[src/rtl/gauss_batch_sequencer.sv]
// rtl/gauss_batch_sequencer.sv - runs the Gaussian generator for N accepted samples and buffers them in a FIFO
// Optional: define GAUSS_SEQ_CONTINUOUS_EN to add cont_mode (run until abort/error, ignore batch_len).
module gauss_batch_sequencer #(
  parameter int DATA_W  = 32,
  parameter int DEPTH   = 8,
  parameter int CNT_W   = 16,
  parameter int MAX_REJ = 255
) (
  input  logic              clk,
  input  logic              nreset,
  input  logic              start,
  input  logic [CNT_W-1:0]  batch_len,
  input  logic              abort,
`ifdef GAUSS_SEQ_CONTINUOUS_EN
  input  logic              cont_mode,
`endif
  output logic              gen_run,
  input  logic [DATA_W-1:0] gen_sample,
  input  logic              gen_strobe,
  input  logic              gen_invalid,
  output logic [DATA_W-1:0] out_data,
  output logic              out_valid,
  input  logic              out_ready,
  output logic              busy,
  output logic              done,
  output logic              error,
  output logic [CNT_W-1:0]  acc_cnt,
  output logic [CNT_W-1:0]  rej_cnt
);

  localparam int AW = $clog2(DEPTH);
  localparam logic [CNT_W-1:0] MAX_REJ_C = CNT_W'(MAX_REJ);
  localparam logic [CNT_W-1:0] CNT_ONE   = CNT_W'(1);
  localparam logic [AW:0]      PTR_ONE   = (AW+1)'(1);

  typedef enum logic [2:0] {
    S_IDLE,
    S_RUN,
    S_DRAIN,
    S_DONE,
    S_ERROR
  } state_t;

  state_t state;

  logic [DATA_W-1:0] mem [DEPTH];
  logic [AW:0]       wr_ptr;
  logic [AW:0]       rd_ptr;
  logic              fifo_full;
  logic              fifo_empty;
  logic              push;
  logic              pop;
  logic              accept;
  logic              reject;
  logic              start_ok;
  logic              cont_in;
  logic              cont_q;
  logic [CNT_W-1:0]  len_q;
  logic [CNT_W-1:0]  consec;
  logic [CNT_W-1:0]  acc_inc;
  logic [CNT_W-1:0]  rej_inc;
  logic [CNT_W-1:0]  consec_inc;

`ifdef GAUSS_SEQ_CONTINUOUS_EN
  assign cont_in = cont_mode;
`else
  assign cont_in = 1'b0;
`endif

  // Extra pointer bit tells a full FIFO (MSBs differ) from an empty one.
  assign fifo_empty = (wr_ptr == rd_ptr);
  assign fifo_full  = (wr_ptr[AW] != rd_ptr[AW]) && (wr_ptr[AW-1:0] == rd_ptr[AW-1:0]);
  assign out_valid  = !fifo_empty;
  assign out_data   = mem[rd_ptr[AW-1:0]];

  assign gen_run  = (state == S_RUN) && !fifo_full && (cont_q || (acc_cnt < len_q));
  assign accept   = gen_run && gen_strobe && !gen_invalid;
  assign reject   = gen_run && gen_strobe && gen_invalid;
  assign push     = accept;
  assign pop      = out_valid && out_ready;
  assign start_ok = start && ((state == S_IDLE) || (state == S_DONE) || (state == S_ERROR));

  assign acc_inc    = acc_cnt + CNT_ONE;
  assign rej_inc    = (&rej_cnt) ? rej_cnt : (rej_cnt + CNT_ONE);
  assign consec_inc = consec + CNT_ONE;

  always_ff @(posedge clk or negedge nreset) begin
    if (!nreset) begin
      wr_ptr <= '0;
      rd_ptr <= '0;
      for (int i = 0; i < DEPTH; i++) begin
        mem[i] <= '0;
      end
    end else if (abort) begin
      wr_ptr <= '0;
      rd_ptr <= '0;
    end else begin
      if (push) begin
        mem[wr_ptr[AW-1:0]] <= gen_sample;
        wr_ptr              <= wr_ptr + PTR_ONE;
      end
      if (pop) begin
        rd_ptr <= rd_ptr + PTR_ONE;
      end
    end
  end

  always_ff @(posedge clk or negedge nreset) begin
    if (!nreset) begin
      state   <= S_IDLE;
      busy    <= 1'b0;
      done    <= 1'b0;
      error   <= 1'b0;
      acc_cnt <= '0;
      rej_cnt <= '0;
      consec  <= '0;
      len_q   <= '0;
      cont_q  <= 1'b0;
    end else if (abort) begin
      state <= S_IDLE;
      busy  <= 1'b0;
      done  <= 1'b0;
      error <= 1'b0;
    end else if (start_ok) begin
      acc_cnt <= '0;
      rej_cnt <= '0;
      consec  <= '0;
      len_q   <= batch_len;
      cont_q  <= cont_in;
      error   <= 1'b0;
      if (cont_in || (batch_len != '0)) begin
        state <= S_RUN;
        busy  <= 1'b1;
        done  <= 1'b0;
      end else begin
        state <= S_DONE;
        busy  <= 1'b0;
        done  <= 1'b1;
      end
    end else begin
      case (state)
        S_RUN: begin
          if (accept) begin
            acc_cnt <= acc_inc;
            consec  <= '0;
            if (!cont_q && (acc_inc == len_q)) begin
              state <= S_DRAIN;
            end
          end else if (reject) begin
            rej_cnt <= rej_inc;
            consec  <= consec_inc;
            if (consec_inc == MAX_REJ_C) begin
              state <= S_ERROR;
              busy  <= 1'b0;
              error <= 1'b1;
            end
          end
        end
        S_DRAIN: begin
          if (fifo_empty) begin
            state <= S_DONE;
            busy  <= 1'b0;
            done  <= 1'b1;
          end
        end
        default: ;
      endcase
    end
  end

endmodule

[config.mk]
export PLATFORM = sky130hd
export DESIGN_NAME = gauss_batch_sequencer
export DESIGN_NICKNAME = d
export VERILOG_FILES = /design/src/rtl/gauss_batch_sequencer.sv
export SDC_FILE = /design/constraint.sdc
export NUM_CORES = 1
export LEC_CHECK = 0
export CORE_MARGIN = 5
export CORE_UTILIZATION = 48
export CTS_CLUSTER_DIAMETER = 40
export CTS_CLUSTER_SIZE = 40
export DETAILED_ROUTE_END_ITERATION = 6
export GPL_ROUTABILITY_DRIVEN = 0
export GPL_TIMING_DRIVEN = 0
export PLACE_DENSITY = 0.8
export SYNTH_ARGS = -nofsm -noshare
export SYNTH_HDL_FRONTEND = slang
export SYNTH_SLANG_ARGS = --single-unit
[constraint.sdc]
create_clock -name clk -period 3.55 [get_ports clk]
set_clock_uncertainty 0.05 [all_clocks]
set_input_delay 0.71 -clock clk [delete_from_list [all_inputs] [get_ports clk]]
set_output_delay 0.71 -clock clk [all_outputs]
set_load 0.03 [all_outputs]
==> load_flow_metrics.sql, run 1 <==
INSERT INTO impl_metrics (metric_group, metric, value, unit) VALUES
('sta', 'relSlewSlack', '44.6', '%'),
('cts', 'cts_tree', 'yes', ''),
('critical_path', 'library_cell_appearing_most_often_on_the_critical_path', 'sky130_fd_sc_hd__a21o_1', ''),
('synth', 'synth.cells.most_frequent', 'sky130_fd_sc_hd__dfrtp_1, sky130_fd_sc_hd__mux2_2, sky130_fd_sc_hd__o21ai_0', ''),
('global_route', 'grt_pass1_vias', '11600', ''),
('synth', 'yosys.area_share.xor_xnor', '2.13', '%'),
('global_route', 'global_route_wire_length_before_repair', '63800', 'um'),
('place', 'place_hpwl', '26100', 'um'),
('status', 'result_of_the_run', 'complete, no violations', ''),
('sta', 'total_negative_setup_slack', '0', 'ns'),
('floorplan', 'dieArea', '38100', 'sq um'),
('critical_path', 'worst_path_max_delay_cell', 'sky130_fd_sc_hd__dfrtp_2', ''),
('cts', 'cts.htree.levels', '2', ''),
('floorplan', 'die_w', '195', 'um'),
('synth', 'synth-simple-area-share', '7.92', '%'),
('detailed_routing', 'routedWlPerCell', '20.6', 'um'),
('synth', 'synthDominantAreaCellType', 'sky130_fd_sc_hd__dfrtp_1', ''),
('sta', 'post-route-period-util', '97.8', '%'),
('synth', 'synth_mux_area_share', '29.0', '%'),
('critical_path', 'crit_arrival', '2.71', 'ns'),
('critical_path', 'path_max_fanout', '6', ''),
('floorplan', 'fp.coreArea', '33700', 'sq um'),
('synth', 'syn-cell-area', '16400', 'sq um'),
('global_route', 'total_grt_overflow', '0', ''),
('power_and_ir_drop', 'max-vdd-ir-drop', '0.413', 'mV'),
('cts', 'path_clk_slew', '0.05', 'ns'),
('detailed_routing', 'vias_per_cell', '5.80', ''),
('floorplan', 'die-height', '195', 'um'),
('synth', 'synthCells', '1239', ''),
('sta', 'grt_setup_unrepaired', 'false', ''),
('cells_and_area', 'stdcell_count', '1905', ''),
('floorplan', 'initial_core_utilization', '48.8', '%'),
('power_and_ir_drop', 'p_leak', '0.00936', 'uW'),
('sta', 'finalSetupViolCount', '0', ''),
('synth', 'post_synth_fa_ha_maj_area_fraction', '1.67', '%'),
('hold_path', 'hold_path.class', 'register to register', ''),
('detailed_routing', 'route.detailed.drc', '0', ''),
('synth', 'yosysUniqueCellTypes', '65', ''),
('global_route', 'grt_start_max_net_pins', '112', ''),
('floorplan', 'io_pins', '124', ''),
('detailed_routing', 'antenna_violating_nets_post_route', '0', ''),
('synth', 'yosys_warnings', '0', ''),
('critical_path', 'critical_path.n_buffers_inverters', '1', ''),
('sta', 'slew_viol_final', '0', ''),
('critical_path', 'critPathCaptureType', 'output port', ''),
('synth', 'netlist_top_cells_area', 'sky130_fd_sc_hd__dfrtp_1, sky130_fd_sc_hd__mux2_2, sky130_fd_sc_hd__mux4_2', ''),
('cells_and_area', 'areaGrowthSynthToFinish', '22.1', '%'),
('sta', 'final-hold-violation-count', '0', ''),
('cts', 'number_of_buffers_created_by_cts', '48', ''),
('synth', 'yosysMostFrequentCell', 'sky130_fd_sc_hd__dfrtp_1', ''),
('detailed_routing', 'detail_route.iter0.violations', '687', ''),
('detailed_routing', 'drt-pass1-iter-count', '5', ''),
('cts', 'ctsRootBufferMaster', 'sky130_fd_sc_hd__clkbuf_16', ''),
('synth', 'synth_top_family_by_area', 'multiplexers', ''),
('critical_path', 'setup.worst_path.class', 'register to output port', ''),
('detailed_routing', 'wirelength', '39200', 'um'),
('synth', 'synth_fp_nets', '1316', ''),
('critical_path', 'critPathTopFamily', 'compound AO/OA/AOI/OAI gates', ''),
('synth', 'synthesis.area_per_instance', '13.3', 'sq um'),
('synth', 'synth_seq_cells', '334', ''),
('synth', 'ys.flop_type', 'sky130_fd_sc_hd__dfrtp_1', ''),
('synth', 'complex_gate_fraction_of_the_synthesized_area', '5.70', '%'),
('place', 'port_buffers', '122', ''),
('place', 'post-place-cells', '1812', ''),
('critical_path', 'worst_setup_path_start_kind', 'register', ''),
('cts', 'clock_latency', '0.57', 'ns'),
('cells_and_area', 'n_antenna_cell', '0', ''),
('synth', 'asyncSetResetFlopFracSynth', '100', '%'),
('detailed_routing', 'route.vias.total', '11000', ''),
('global_route', 'grt_antenna_before_repair', '2', ''),
('synth', 'synth.yosys.seq_area_share', '50.8', '%');
-- stage by stage --
step	util [%]	total power [uW]	area, sq um	setup slack [ns]
3_5_place_dp	54.4	7230	18300	-0.901
5_1_grt	59.6	12400	20100	0.00173
6_report	59.6	11900	20100	0.0787
3_3_place_gp	54.1	7150	18200	-12.33
4_1_cts	59.4	12000	20000	0.00232
2_1_floorplan	-	6180	16400	0.393
-- cells by family after synthesis --
kind of cell	Yosys count
adder cells (fa/ha/maj)	22
flip-flops	334
buffers and inverters	98
XOR/XNOR	40
AO/OA/AOI/OAI	149
AND/OR/NAND/NOR	236
multiplexers	360
-- state kept, by name, indices dropped and copies added, names as in the netlist --
name     count
rd_ptr       4
busy         1
done         1
state        3
rej_cnt     16
acc_cnt     16
consec      16
wr_ptr       4
mem        256
len_q       16
error        1
-- timing repair --
action	CTS	global route
hold buffers	1	0
pin swaps	0	2
buffers inserted	0	3
gates cloned	0	0
hold endpoints to repair	10	0
endpoints found under the setup margin	183	129
gates resized for setup	85	8
-- metal layers --
metal	wire, um	up-vias	track usage [%]
li1	-	4967	-
met1	17100	5688	28.2
met2	18900	303	33.3
met3	2180	78	4.27
met4	997	4	5.92
met5	20	-	0
-- worst paths after layout --
check / startpoint / endpoint / slack [ns] / cells past startpoint
max in group asynchronous: nreset / mem[205] / 1.22 / 5
worst min-delay path: mem[174] / mem[174] / 0.43 / 1
min in group asynchronous: nreset / len_q[6] / 0.52 / 2
worst min register to register: mem[174] / mem[174] / 0.43 / 1
worst max-delay path: acc_cnt[13] / gen_run / 0.08 / 7
worst max register to register: len_q[7] / mem[180] / 0.14 / 9
-- worst reg2reg max path: stages (launching register included) --
cell and delay (ns):
sky130_fd_sc_hd__dfrtp_1 0.36, sky130_fd_sc_hd__inv_1 0.07, sky130_fd_sc_hd__ha_1 0.31, sky130_fd_sc_hd__a21oi_1 0.17
sky130_fd_sc_hd__o21ai_0 0.24, sky130_fd_sc_hd__a2111oi_4 0.63, sky130_fd_sc_hd__nand3_4 0.28, sky130_fd_sc_hd__nor4b_4 0.58
sky130_fd_sc_hd__buf_6 0.26, sky130_fd_sc_hd__mux2_1 0.35
-- power breakdown --
group	switching [uW]	total (uW)	leakage, uW	internal [uW]
logic	1510	2670	0.00395	1170
registers	241	4380	0.00460	4140
clock network	1890	4850	0.000809	2960
-- placed cells by master, fill, tap and decap left out, drive strengths merged, types with 39 or more instances in the layout --
cell type and n:
o21ai 71, mux2 290, nor2 50, clkbuf 91, buf 48, clkdlybuf4s50 88
inv 39, dfrtp 334, mux4 64, nand2 64
-- area by class of cell --
type	count	area, sq um	area share (%)
Clock buffer	61	1300	6.47
Tap cell	448	561	2.79
Sequential cell	334	8360	41.6
Buffer	70	420	2.09
Timing Repair Buffer	129	1300	6.47
Inverter	27	101	0.505
Multi-Input combinational cell	807	7670	38.2
Clock inverter	29	372	1.85
No activity file was read; power rests on OpenSTA's default activity.
==> run 2, diff against run 1 <==
Settings changed: CAP_MARGIN set to 20.
==> results of run 2 <==
Same layout as run 1: the final DEF is identical, and so are final timing and power.
==> run 3, diff against run 2 <==
Settings changed: CELL_PAD_IN_SITES_DETAIL_PLACEMENT set to 2, CELL_PAD_IN_SITES_GLOBAL_PLACEMENT set to 2, CORE_UTILIZATION 48 to 42, PLACE_DENSITY 0.8 to 0.93.
==> run 3 against run 2 <==
  * The run now ends with negative setup slack left
  * Die area is 14% higher
  * Sequential power is 2% higher
  * Utilization is 6.3 points lower
  * First-iteration DRC count is 46% higher
  * Cell area is 2.7% higher
  * Flip-flop and latch count stayed put
  * Maximum frequency is 3.8% lower
  * Combinational power is 18% higher
  * Power is 14% higher
  * Count of clock-buffer cells in the layout is 13 higher
  * Hold slack worse by 0.34 ns
  * Clock power is 22% higher
  * Critical path type is now register to register
  * Largest cell class unchanged
  * Largest power group unchanged
==> load_flow_metrics.sql, run 3 (synthesized netlist as in run 1, its figures left out) <==
INSERT INTO impl_metrics (metric_group, metric, value, unit) VALUES
('status', 'result_of_the_run', 'finished with violations', ''),
('status', 'violations_in_the_final_reports', 'negative setup slack', ''),
('critical_path', 'data_required_time_at_the_worst_endpoint', '4.00', 'ns'),
('cts', 'cts.htree.levels', '2', ''),
('place', 'placed_standard_cell_area', '18400', 'sq um'),
('sta', 'final_critical_path_required_period', '3.61', 'ns'),
('floorplan', 'dieArea', '43200', 'sq um'),
('global_route', 'global_route_wire_length_before_repair', '107000', 'um'),
('cells_and_area', 'finished_cell_area', '20600', 'sq um'),
('cts', 'number_of_buffers_created_by_cts', '55', ''),
('detailed_routing', 'antenna_violating_nets_post_route', '0', ''),
('place', 'port_buffers', '122', ''),
('hold_path', 'hold_path.class', 'input port to asynchronous set/reset pin', ''),
('cts', 'cts-root-to-sink-buffers', '3', ''),
('critical_path', 'critPathCaptureType', 'register', ''),
('cts', 'cts_tree', 'yes', ''),
('cells_and_area', 'largest_register_ff_count', '256', ''),
('detailed_routing', 'drt-pass1-iter-count', '5', ''),
('sta', 'relSlewSlack', '30.6', '%'),
('cells_and_area', 'layout.filler_cells', '3573', ''),
('sta', 'final_critical_path_setup_slack', '-0.0578', 'ns'),
('sta', 'worst_slew_pin_tran', '1.04', 'ns'),
('floorplan', 'io_pins', '124', ''),
('power_and_ir_drop', 'power', '13600', 'uW'),
('cells_and_area', 'final_common_cell', 'sky130_fd_sc_hd__dfrtp_1', ''),
('detailed_routing', 'route.vias.total', '12700', ''),
('critical_path', 'worst_r2r_path_depth', '10', ''),
('cells_and_area', 'layout_cells_sized_above_1', '35.2', '%'),
('cts', 'clock_sinks', '334', ''),
('critical_path', 'crit_arrival', '4.05', 'ns'),
('sta', 'max_freq', '277', 'MHz'),
('critical_path', 'path_max_fanout', '10', ''),
('detailed_routing', 'wirelength', '73200', 'um'),
('power_and_ir_drop', 'max-vdd-ir-drop', '0.746', 'mV'),
('global_route', 'gr-usage-all-layers', '33.0', '%'),
('cells_and_area', 'areaGrowthSynthToFinish', '25.4', '%'),
('sta', 'post-route-period-util', '102', '%'),
('detailed_routing', 'vias_per_cell', '6.36', ''),
('floorplan', 'initial_core_utilization', '42.5', '%'),
('cells_and_area', 'design.final.nets', '1510', ''),
('place', 'place_hpwl', '37700', 'um'),
('critical_path', 'setup.worst_path.class', 'register to register', ''),
('cts', 'path_clk_slew', '0.08', 'ns'),
('floorplan', 'fp.coreArea', '38700', 'sq um'),
('sta', 'finalSetupViolCount', '16', ''),
('detailed_routing', 'detail_route.iter0.violations', '1002', ''),
('sta', 'final-hold-violation-count', '0', ''),
('cells_and_area', 'most-common-layout-cells', 'sky130_fd_sc_hd__dfrtp_1, sky130_fd_sc_hd__mux2_2, sky130_fd_sc_hd__clkdlybuf4s50_1', ''),
('sta', 'whs', '0.0886', 'ns'),
('global_route', 'grt_antenna_before_repair', '4', ''),
('cells_and_area', 'post-route-util', '53.3', '%'),
('cells_and_area', 'stdcell_count', '1998', ''),
('detailed_routing', 'routedWlPerCell', '36.6', 'um'),
('power_and_ir_drop', 'p_leak', '0.00959', 'uW'),
('floorplan', 'die-height', '208', 'um'),
('sta', 'slew_viol_final', '0', ''),
('global_route', 'grt_start_max_net_pins', '124', ''),
('floorplan', 'rows', '72', ''),
('global_route', 'total_grt_overflow', '0', ''),
('critical_path', 'worst_setup_path_start_kind', 'register', ''),
('detailed_routing', 'route.detailed.drc', '0', ''),
('power_and_ir_drop', 'power_per_cell_area', '659', 'nW/um^2'),
('place', 'post-place-cells', '1881', ''),
('global_route', 'grt_pass1_vias', '14700', ''),
('cts', 'clock_latency', '0.63', 'ns'),
('floorplan', 'die_w', '208', 'um'),
('run', 'maxCapViolations', '0', ''),
('cells_and_area', 'largest_register', 'mem', ''),
('cts', 'ctsRootBufferMaster', 'sky130_fd_sc_hd__clkbuf_16', '');
-- run 3: report_power, final --
part	total (uW)	internal [uW]	switching [uW]
Combinational	3160	1210	1950
Sequential	4480	4140	339
Clock	5940	3640	2300
-- run 3: final cells by class --
type	instances	area, sq um	area share [%]
multi-input combinational	807	7700	37.3
clock inverter	28	409	1.98
timing repair buffer	141	1370	6.63
sequential	334	8360	40.5
buffer	67	495	2.40
antenna	2	5.00	0.0243
inverter	27	101	0.491
tap	518	648	3.14
clock buffer	74	1540	7.45
-- run 3: what timing repair did --
action                     CTS  global route
resized for setup          120            24
pin swaps                    5             5
setup endpoints to repair  284           189
hold buffers                 0             0
buffers inserted             9             8
cloned                       0             0
-- run 3: through the flow --
step	setup TNS (ns)	setup slack (ns)
after global routing	-0.0239	-0.0239
after global placement	-4306.25	-12.75
final	-0.379	-0.0578
after floorplan	0	0.393
after detailed placement	-95.19	-1.19
after CTS	0	0.00498
-- run 3: routing by layer --
layer	vias to the layer above	GRT usage (%)	share of wire (%)
li1	5007	-	-
met1	6701	36.3	35
met2	702	58.3	52
met3	299	6.80	5.8
met4	4	20.8	7.2
met5	-	0	0.046
-- run 3: final timing paths --
kind | endpoint | slack, ns | startpoint
max in group asynchronous | mem[114] | 2.09 | nreset
worst max register to register | mem[130] | -0.06 | wr_ptr[2]
worst min-delay path | acc_cnt[7] | 0.09 | nreset
worst min register to register | mem[2] | 0.44 | mem[2]
worst max-delay path | mem[130] | -0.06 | wr_ptr[2]
min in group clk | mem[2] | 0.44 | mem[2]
-- run 3: worst max-delay path: stages, from the launching register on --
cell	delay [ns]
sky130_fd_sc_hd__dfrtp_1	0.66
sky130_fd_sc_hd__xnor2_1	0.43
sky130_fd_sc_hd__nand3_1	0.16
sky130_fd_sc_hd__or2_2	0.39
sky130_fd_sc_hd__and3_4	0.23
sky130_fd_sc_hd__buf_4	0.15
sky130_fd_sc_hd__and3_1	0.25
sky130_fd_sc_hd__buf_6	0.19
sky130_fd_sc_hd__nand4b_4	0.18
sky130_fd_sc_hd__buf_2	0.35
sky130_fd_sc_hd__mux2_2	0.41
